<file path="src/rtl/alu_serial_rx_if.sv">
// Serial ALU command receiver bus: serial input line plus decoded
// packet results and status flags.
interface alu_serial_rx_if;
   logic        sin;
   logic        pkt_valid;
   logic [31:0] a_out;
   logic [31:0] b_out;
   logic [2:0]  op_out;
   logic        err_data;
   logic        err_crc;
   logic        err_op;
   logic        err_frame;
   logic        busy;

   modport master (
      output sin,
      input  pkt_valid, a_out, b_out, op_out,
      input  err_data, err_crc, err_op, err_frame, busy
   );

   modport slave (
      input  sin,
      output pkt_valid, a_out, b_out, op_out,
      output err_data, err_crc, err_op, err_frame, busy
   );
endinterface

</file>
<file path="src/rtl/alu_serial_rx.sv">
// Serial ALU packet receiver: 8 DATA frames carrying {B,A} followed by
// one CMD frame carrying op and a CRC4 over {B,A,1,op}.
module alu_serial_rx (
   input logic            clk,
   input logic            rst_n,
   alu_serial_rx_if.slave bus
);

   typedef enum logic [2:0] {
      S_IDLE,
      S_TYPE,
      S_DATA,
      S_STOP,
      S_WAIT
   } state_e;

   state_e      state_q, state_d;
   logic        is_cmd_q, is_cmd_d;
   logic [2:0]  bit_cnt_q, bit_cnt_d;
   logic [3:0]  data_cnt_q, data_cnt_d;
   logic [63:0] sr_q, sr_d;
   logic [7:0]  cmd_q, cmd_d;
   logic [3:0]  crc_q, crc_d;
   logic [31:0] a_q, a_d;
   logic [31:0] b_q, b_d;
   logic [2:0]  op_q, op_d;
   logic        pkt_valid_q, pkt_valid_d;
   logic        err_data_q, err_data_d;
   logic        err_crc_q, err_crc_d;
   logic        err_op_q, err_op_d;
   logic        err_frame_q, err_frame_d;
   logic        busy_q, busy_d;

   logic        crc_in;
   logic        crc_fb;
   logic [3:0]  crc_step;

   // CMD bit7 is replaced by the constant 1 the CRC is defined over
   assign crc_in   = (is_cmd_q && bit_cnt_q == 3'd7) ? 1'b1 : bus.sin;
   assign crc_fb   = crc_q[3] ^ crc_in;
   assign crc_step = {crc_q[2:0], 1'b0} ^ (crc_fb ? 4'b0011 : 4'b0000);

   always_comb begin
      state_d     = state_q;
      is_cmd_d    = is_cmd_q;
      bit_cnt_d   = bit_cnt_q;
      data_cnt_d  = data_cnt_q;
      sr_d        = sr_q;
      cmd_d       = cmd_q;
      crc_d       = crc_q;
      a_d         = a_q;
      b_d         = b_q;
      op_d        = op_q;
      busy_d      = busy_q;
      pkt_valid_d = 1'b0;
      err_data_d  = 1'b0;
      err_crc_d   = 1'b0;
      err_op_d    = 1'b0;
      err_frame_d = 1'b0;

      unique case (state_q)
         S_IDLE: begin
            if (!bus.sin) begin
               state_d = S_TYPE;
               busy_d  = 1'b1;
            end
         end
         S_TYPE: begin
            is_cmd_d  = bus.sin;
            bit_cnt_d = 3'd7;
            state_d   = S_DATA;
         end
         S_DATA: begin
            if (is_cmd_q) begin
               cmd_d = {cmd_q[6:0], bus.sin};
               if (bit_cnt_q >= 3'd4) crc_d = crc_step;
            end else begin
               sr_d  = {sr_q[62:0], bus.sin};
               crc_d = crc_step;
            end
            bit_cnt_d = bit_cnt_q - 3'd1;
            if (bit_cnt_q == 3'd0) state_d = S_STOP;
         end
         S_STOP: begin
            if (!bus.sin) begin
               err_frame_d = 1'b1;
               busy_d      = 1'b0;
               data_cnt_d  = 4'd0;
               sr_d        = 64'd0;
               crc_d       = 4'd0;
               state_d     = S_WAIT;
            end else if (!is_cmd_q) begin
               if (data_cnt_q != 4'd9) data_cnt_d = data_cnt_q + 4'd1;
               state_d = S_IDLE;
            end else begin
               pkt_valid_d = 1'b1;
               busy_d      = 1'b0;
               if (data_cnt_q != 4'd8) begin
                  err_data_d = 1'b1;
               end else if (crc_q != cmd_q[3:0]) begin
                  err_crc_d = 1'b1;
               end else if (cmd_q[5]) begin
                  err_op_d = 1'b1;
               end else begin
                  a_d  = sr_q[31:0];
                  b_d  = sr_q[63:32];
                  op_d = cmd_q[6:4];
               end
               data_cnt_d = 4'd0;
               sr_d       = 64'd0;
               crc_d      = 4'd0;
               state_d    = S_IDLE;
            end
         end
         // after a framing error the line must return high first
         S_WAIT: begin
            if (bus.sin) state_d = S_IDLE;
         end
         default: state_d = S_IDLE;
      endcase
   end

   always_ff @(posedge clk or negedge rst_n) begin
      if (!rst_n) begin
         state_q     <= S_IDLE;
         is_cmd_q    <= 1'b0;
         bit_cnt_q   <= 3'd0;
         data_cnt_q  <= 4'd0;
         sr_q        <= 64'd0;
         cmd_q       <= 8'd0;
         crc_q       <= 4'd0;
         a_q         <= 32'd0;
         b_q         <= 32'd0;
         op_q        <= 3'd0;
         pkt_valid_q <= 1'b0;
         err_data_q  <= 1'b0;
         err_crc_q   <= 1'b0;
         err_op_q    <= 1'b0;
         err_frame_q <= 1'b0;
         busy_q      <= 1'b0;
      end else begin
         state_q     <= state_d;
         is_cmd_q    <= is_cmd_d;
         bit_cnt_q   <= bit_cnt_d;
         data_cnt_q  <= data_cnt_d;
         sr_q        <= sr_d;
         cmd_q       <= cmd_d;
         crc_q       <= crc_d;
         a_q         <= a_d;
         b_q         <= b_d;
         op_q        <= op_d;
         pkt_valid_q <= pkt_valid_d;
         err_data_q  <= err_data_d;
         err_crc_q   <= err_crc_d;
         err_op_q    <= err_op_d;
         err_frame_q <= err_frame_d;
         busy_q      <= busy_d;
      end
   end

   assign bus.pkt_valid = pkt_valid_q;
   assign bus.a_out     = a_q;
   assign bus.b_out     = b_q;
   assign bus.op_out    = op_q;
   assign bus.err_data  = err_data_q;
   assign bus.err_crc   = err_crc_q;
   assign bus.err_op    = err_op_q;
   assign bus.err_frame = err_frame_q;
   assign bus.busy      = busy_q;

endmodule

</file>
<file path="src/flat_wrapper.sv">
// flat-port wrapper written by rule: the top's interface ports become plain ports
module alu_serial_rx_flat 
  (clk, rst_n, bus_sin, bus_pkt_valid, bus_a_out, bus_b_out, bus_op_out, bus_err_data, bus_err_crc, bus_err_op, bus_err_frame, bus_busy);
  alu_serial_rx_if bus_i ();
  input logic clk;
  input logic rst_n;
  input wire logic [$bits(bus_i.sin)-1:0] bus_sin;
  output wire logic [$bits(bus_i.pkt_valid)-1:0] bus_pkt_valid;
  output wire logic [$bits(bus_i.a_out)-1:0] bus_a_out;
  output wire logic [$bits(bus_i.b_out)-1:0] bus_b_out;
  output wire logic [$bits(bus_i.op_out)-1:0] bus_op_out;
  output wire logic [$bits(bus_i.err_data)-1:0] bus_err_data;
  output wire logic [$bits(bus_i.err_crc)-1:0] bus_err_crc;
  output wire logic [$bits(bus_i.err_op)-1:0] bus_err_op;
  output wire logic [$bits(bus_i.err_frame)-1:0] bus_err_frame;
  output wire logic [$bits(bus_i.busy)-1:0] bus_busy;
  assign bus_i.sin = bus_sin;
  assign bus_pkt_valid = bus_i.pkt_valid;
  assign bus_a_out = bus_i.a_out;
  assign bus_b_out = bus_i.b_out;
  assign bus_op_out = bus_i.op_out;
  assign bus_err_data = bus_i.err_data;
  assign bus_err_crc = bus_i.err_crc;
  assign bus_err_op = bus_i.err_op;
  assign bus_err_frame = bus_i.err_frame;
  assign bus_busy = bus_i.busy;
  alu_serial_rx u_core (.clk(clk), .rst_n(rst_n), .bus(bus_i));
endmodule
</file>
<file path="config.mk">
export PLATFORM = sky130hd
export DESIGN_NAME = alu_serial_rx_flat
export DESIGN_NICKNAME = d
export VERILOG_FILES = /design/src/rtl/alu_serial_rx_if.sv /design/src/rtl/alu_serial_rx.sv /design/src/flat_wrapper.sv
export SDC_FILE = /design/constraint.sdc
export NUM_CORES = 1
export LEC_CHECK = 0
export ABC_AREA = 1
export CELL_PAD_IN_SITES_DETAIL_PLACEMENT = 1
export CELL_PAD_IN_SITES_GLOBAL_PLACEMENT = 1
export CORE_AREA = 2 2 139 141
export CTS_BUF_LIST = sky130_fd_sc_hd__clkbuf_16
export DETAILED_ROUTE_END_ITERATION = 6
export DIE_AREA = 0 0 141 143
export GPL_TIMING_DRIVEN = 0
export PLACE_DENSITY = 0.65
export REMOVE_ABC_BUFFERS = 1
export SYNTH_ARGS = -nofsm -noshare
export SYNTH_HDL_FRONTEND = slang
export SYNTH_SLANG_ARGS = --single-unit
</file>
<file path="constraint.sdc">
create_clock -name clk -period 1.8 [get_ports clk]
set_clock_uncertainty 0.1 [all_clocks]
set_input_delay 0.36 -clock clk [delete_from_list [all_inputs] [get_ports clk]]
set_output_delay 0.36 -clock clk [all_outputs]
set_load 0.02 [all_outputs]
</file>
==> run metrics <==
Mapped Cells=732; site row count=50; Slew @ Worst Pin=883 ps; Pleak=5.05 nW; Ant. Diodes=0; RSZ-0062 raised after global routing=true; failing checks=setup timing; clk root buf=clkbuf_16; CP Capture Type=flop; die height=143 µm; Clk Latency, worst-skew pair=430 ps; r2r endpoint=u_core.bus.b_out[0]; first-pass GRT wire length=31.3 mm; Worst-path clk slew=60 ps; synthesis-stage register bit count=158; floorplan core area=18600 µm²; number of global-route vias before repair=5762; GR Overflow Total=0; I/O pin cnt=76; Worst setup SP type=flop; Syn Std Cell Area=6410 µm²; die width=141 µm; WP data arrival=2170 ps; via count=5497; fmax=0.525 GHz; Seq/Total Area, Yosys=61.7%; Min-Delay Endpoint=u_core.state_q[2]; outcome=complete, but fails checks; wire per inst=19.0 µm; worst min path class=primary input to flop; largest net degree at the start of global routing=93; clock buffer count from CTS=17; Yosys warnings=0; Util after Layout=47.8%; Final Worst Setup Slack=-104 ps; Area Growth Syn to Fin=38.4%; CP Class=flop to flop; initial antenna violation count=0; Hold Fails Final Rpt=0; global-route usage over all layers=20.3%; reg2reg path depth=12; critical path peak fanout=4; count of pins over their slew limit=0; crit path cell chain=inv_2 -> ha_4 -> inv_2 -> nor2_4 -> nand3_4 -> buf_6 -> nor2_4 -> buf_6 -> buf_12 -> clkbuf_16 -> nand2_2 -> nand2_1; crit path time final=1900 ps; final-layout fill cell count=2119; DP Worst Slack=-1200 ps; DR iter-0 viols=328; Initial Util=34.5%; setup TNS=-1590 ps; Tcrit/Tclk final=106%; Crit-path slowest cell=dfrtp_1; PortBufs=74; max cap viols=0; Worst EP required=2070 ps; clk sinks=158; Post-Route WL=20.9 mm; Die Area=20200 µm²; drt drc=0; setup violators final=26; register-to-register setup slack=-100 ps; H-Tree Depth=4; Initial DRT Pass Iterations=4; final HPWL from detailed placement=9.68 mm; CP max stage delay=420 ps; RePlAce Congestion=0.737; Final ANT Viol Nets=0; nets=864; PD cells=1300 nW/µm²; R2R Path Start=u_core.data_cnt_q[1]; Min-Delay Startpoint=bus_sin; Synth Area per Inst=8.76 µm²; share of layout cells above drive strength 1=18.1%; worst relative slew slack=41.1%; hold path depth=2; vias per std cell=4.99; Clock Path Buffers=2; CTS tree=yes; Synth cell types=26; Max VDD drop=0.843 mV
per-layer routing:
layer | global-route usage (%) | vias up | wire, µm
met1 | 25.6 | 2804 | 9280
li1 | - | 2545 | -
met3 | 4.19 | 25 | 756
met5 | 0 | - | 0
met4 | 6.53 | 0 | 391
met2 | 35.3 | 123 | 10500
worst max-delay path by stage:
stage                          from                   to  slack [ps]  depth (start not counted)
6_report       u_core.data_cnt_q[1]  u_core.bus.b_out[0]        -100                         12
5_1_grt        u_core.data_cnt_q[1]  u_core.bus.a_out[5]        -160                         12
4_1_cts             u_core.is_cmd_q      u_core.sr_q[37]           2                          9
3_5_place_dp      u_core.state_q[1]  u_core.bus.a_out[7]       -1200                          7
3_3_place_gp                  rst_n      u_core.cmd_q[0]       -6140                          1
2_1_floorplan     u_core.state_q[2]  u_core.bus.a_out[0]       -1410                          7
report_power, final:
group / internal (mW) / switching, mW / leakage [nW]
clock: 2.03 / 1.54 / 0.270
sequential: 3.91 / 0.373 / 2.17
combinational: 1.24 / 2.47 / 2.61
total: 7.18 / 4.38 / 5.05
cell type report:
| cell class | instances | area (µm²) | area share [%] |
|---|---|---|---|
| Timing Repair Buffer | 129 | 1350 | 15.2 |
| Clock inverter | 15 | 148 | 1.66 |
| Tap cell | 234 | 293 | 3.30 |
| Inverter | 28 | 125 | 1.41 |
| Multi-Input combinational cell | 521 | 2580 | 29.0 |
| Sequential cell | 158 | 3960 | 44.6 |
| Clock buffer | 17 | 425 | 4.79 |
critical path, delay by kind of cell (launching register included):
kind	cells	cell delay [ps]
buffers and inverters	6	680
AND/OR/NAND/NOR	5	490
flip-flops	1	420
adder cells (fa/ha/maj)	1	140
cell usage after synthesis, drive strengths merged:
cell type,n,area [µm²]
a21oi,3,15.0
clkbuf,8,30.0
o21ai,17,85.1
a21boi,1,7.51
inv,28,105
nand3,75,385
nand4,1,6.26
o2111a,1,11.3
dfrtp,158,3950
nor2,15,76.3
buf,27,163
xnor2,1,8.76
a2bb2oi,1,8.76
nand2,384,1440
xor2,2,17.5
nor3,3,15.0
conb,1,3.75
ha,6,75.1
sequential cells by signal, summed over array words and instances, names as in the netlist:
| name | count |
|---|---|
| u_core.bus.a_out | 32 |
| u_core.crc_q | 4 |
| u_core.data_cnt_q | 4 |
| u_core.bus.err_frame | 1 |
| u_core.bus.pkt_valid | 1 |
| u_core.sr_q | 64 |
| u_core.bus.err_crc | 1 |
| u_core.bus.busy | 1 |
| u_core.bus.err_data | 1 |
| u_core.cmd_q | 7 |
| u_core.bus.err_op | 1 |
| u_core.bus.b_out | 32 |
| u_core.state_q | 3 |
| u_core.bit_cnt_q | 3 |
| u_core.is_cmd_q | 1 |
| u_core.bus.op_out | 2 |
through the flow:
| step | std cells | hold slack, ps | total power [mW] | area, µm² |
|---|---|---|---|---|
| final | 1102 | 322 | 11.6 | 8870 |
| after global routing | 1102 | 321 | 12.1 | 8870 |
| after floorplan | 697 | -35.6 | 5.59 | 6220 |
| after CTS | 1089 | 305 | 10.9 | 8550 |
| after detailed placement | 1009 | 360 | 6.44 | 7360 |
| after global placement | 1005 | 352 | 6.24 | 7250 |
logic make-up after synthesis:
kind of cell | Yosys count | synth area share [%]
compound gates | 23 | 1.99
xor+xnor | 3 | 0.410
fa+ha+maj | 6 | 1.17
buf+inv | 63 | 4.64
flops | 158 | 61.7
other cells | 1 | 0.0585
simple gates | 478 | 30.1
placed cells by master, fill, tap and decap left out, types with 4 or more instances in the layout:
cell type,netlist,final
nand2_2,1,22
dlygate4sd2_1,0,73
buf_6,4,6
inv_2,8,7
clkinvlp_4,0,4
buf_4,2,31
dfrtp_1,158,155
clkbuf_16,0,20
inv_1,20,17
ha_1,6,5
o21ai_0,17,14
nand2_1,383,349
nand2_4,0,10
buf_12,0,12
nand3_1,73,72
nor2_4,2,9
nand2_8,0,9
nor2_1,11,6
what timing repair did:
item | in CTS | in global routing
setup endpoints to repair | 214 | 137
hold endpoints to repair | 91 | 0
cloned | 11 | 6
hold buffers | 1 | 0
gates resized for setup | 119 | 51
pin swaps | 14 | 25
setup buffers | 36 | 11
No activity file was read; power rests on OpenSTA's default activity.
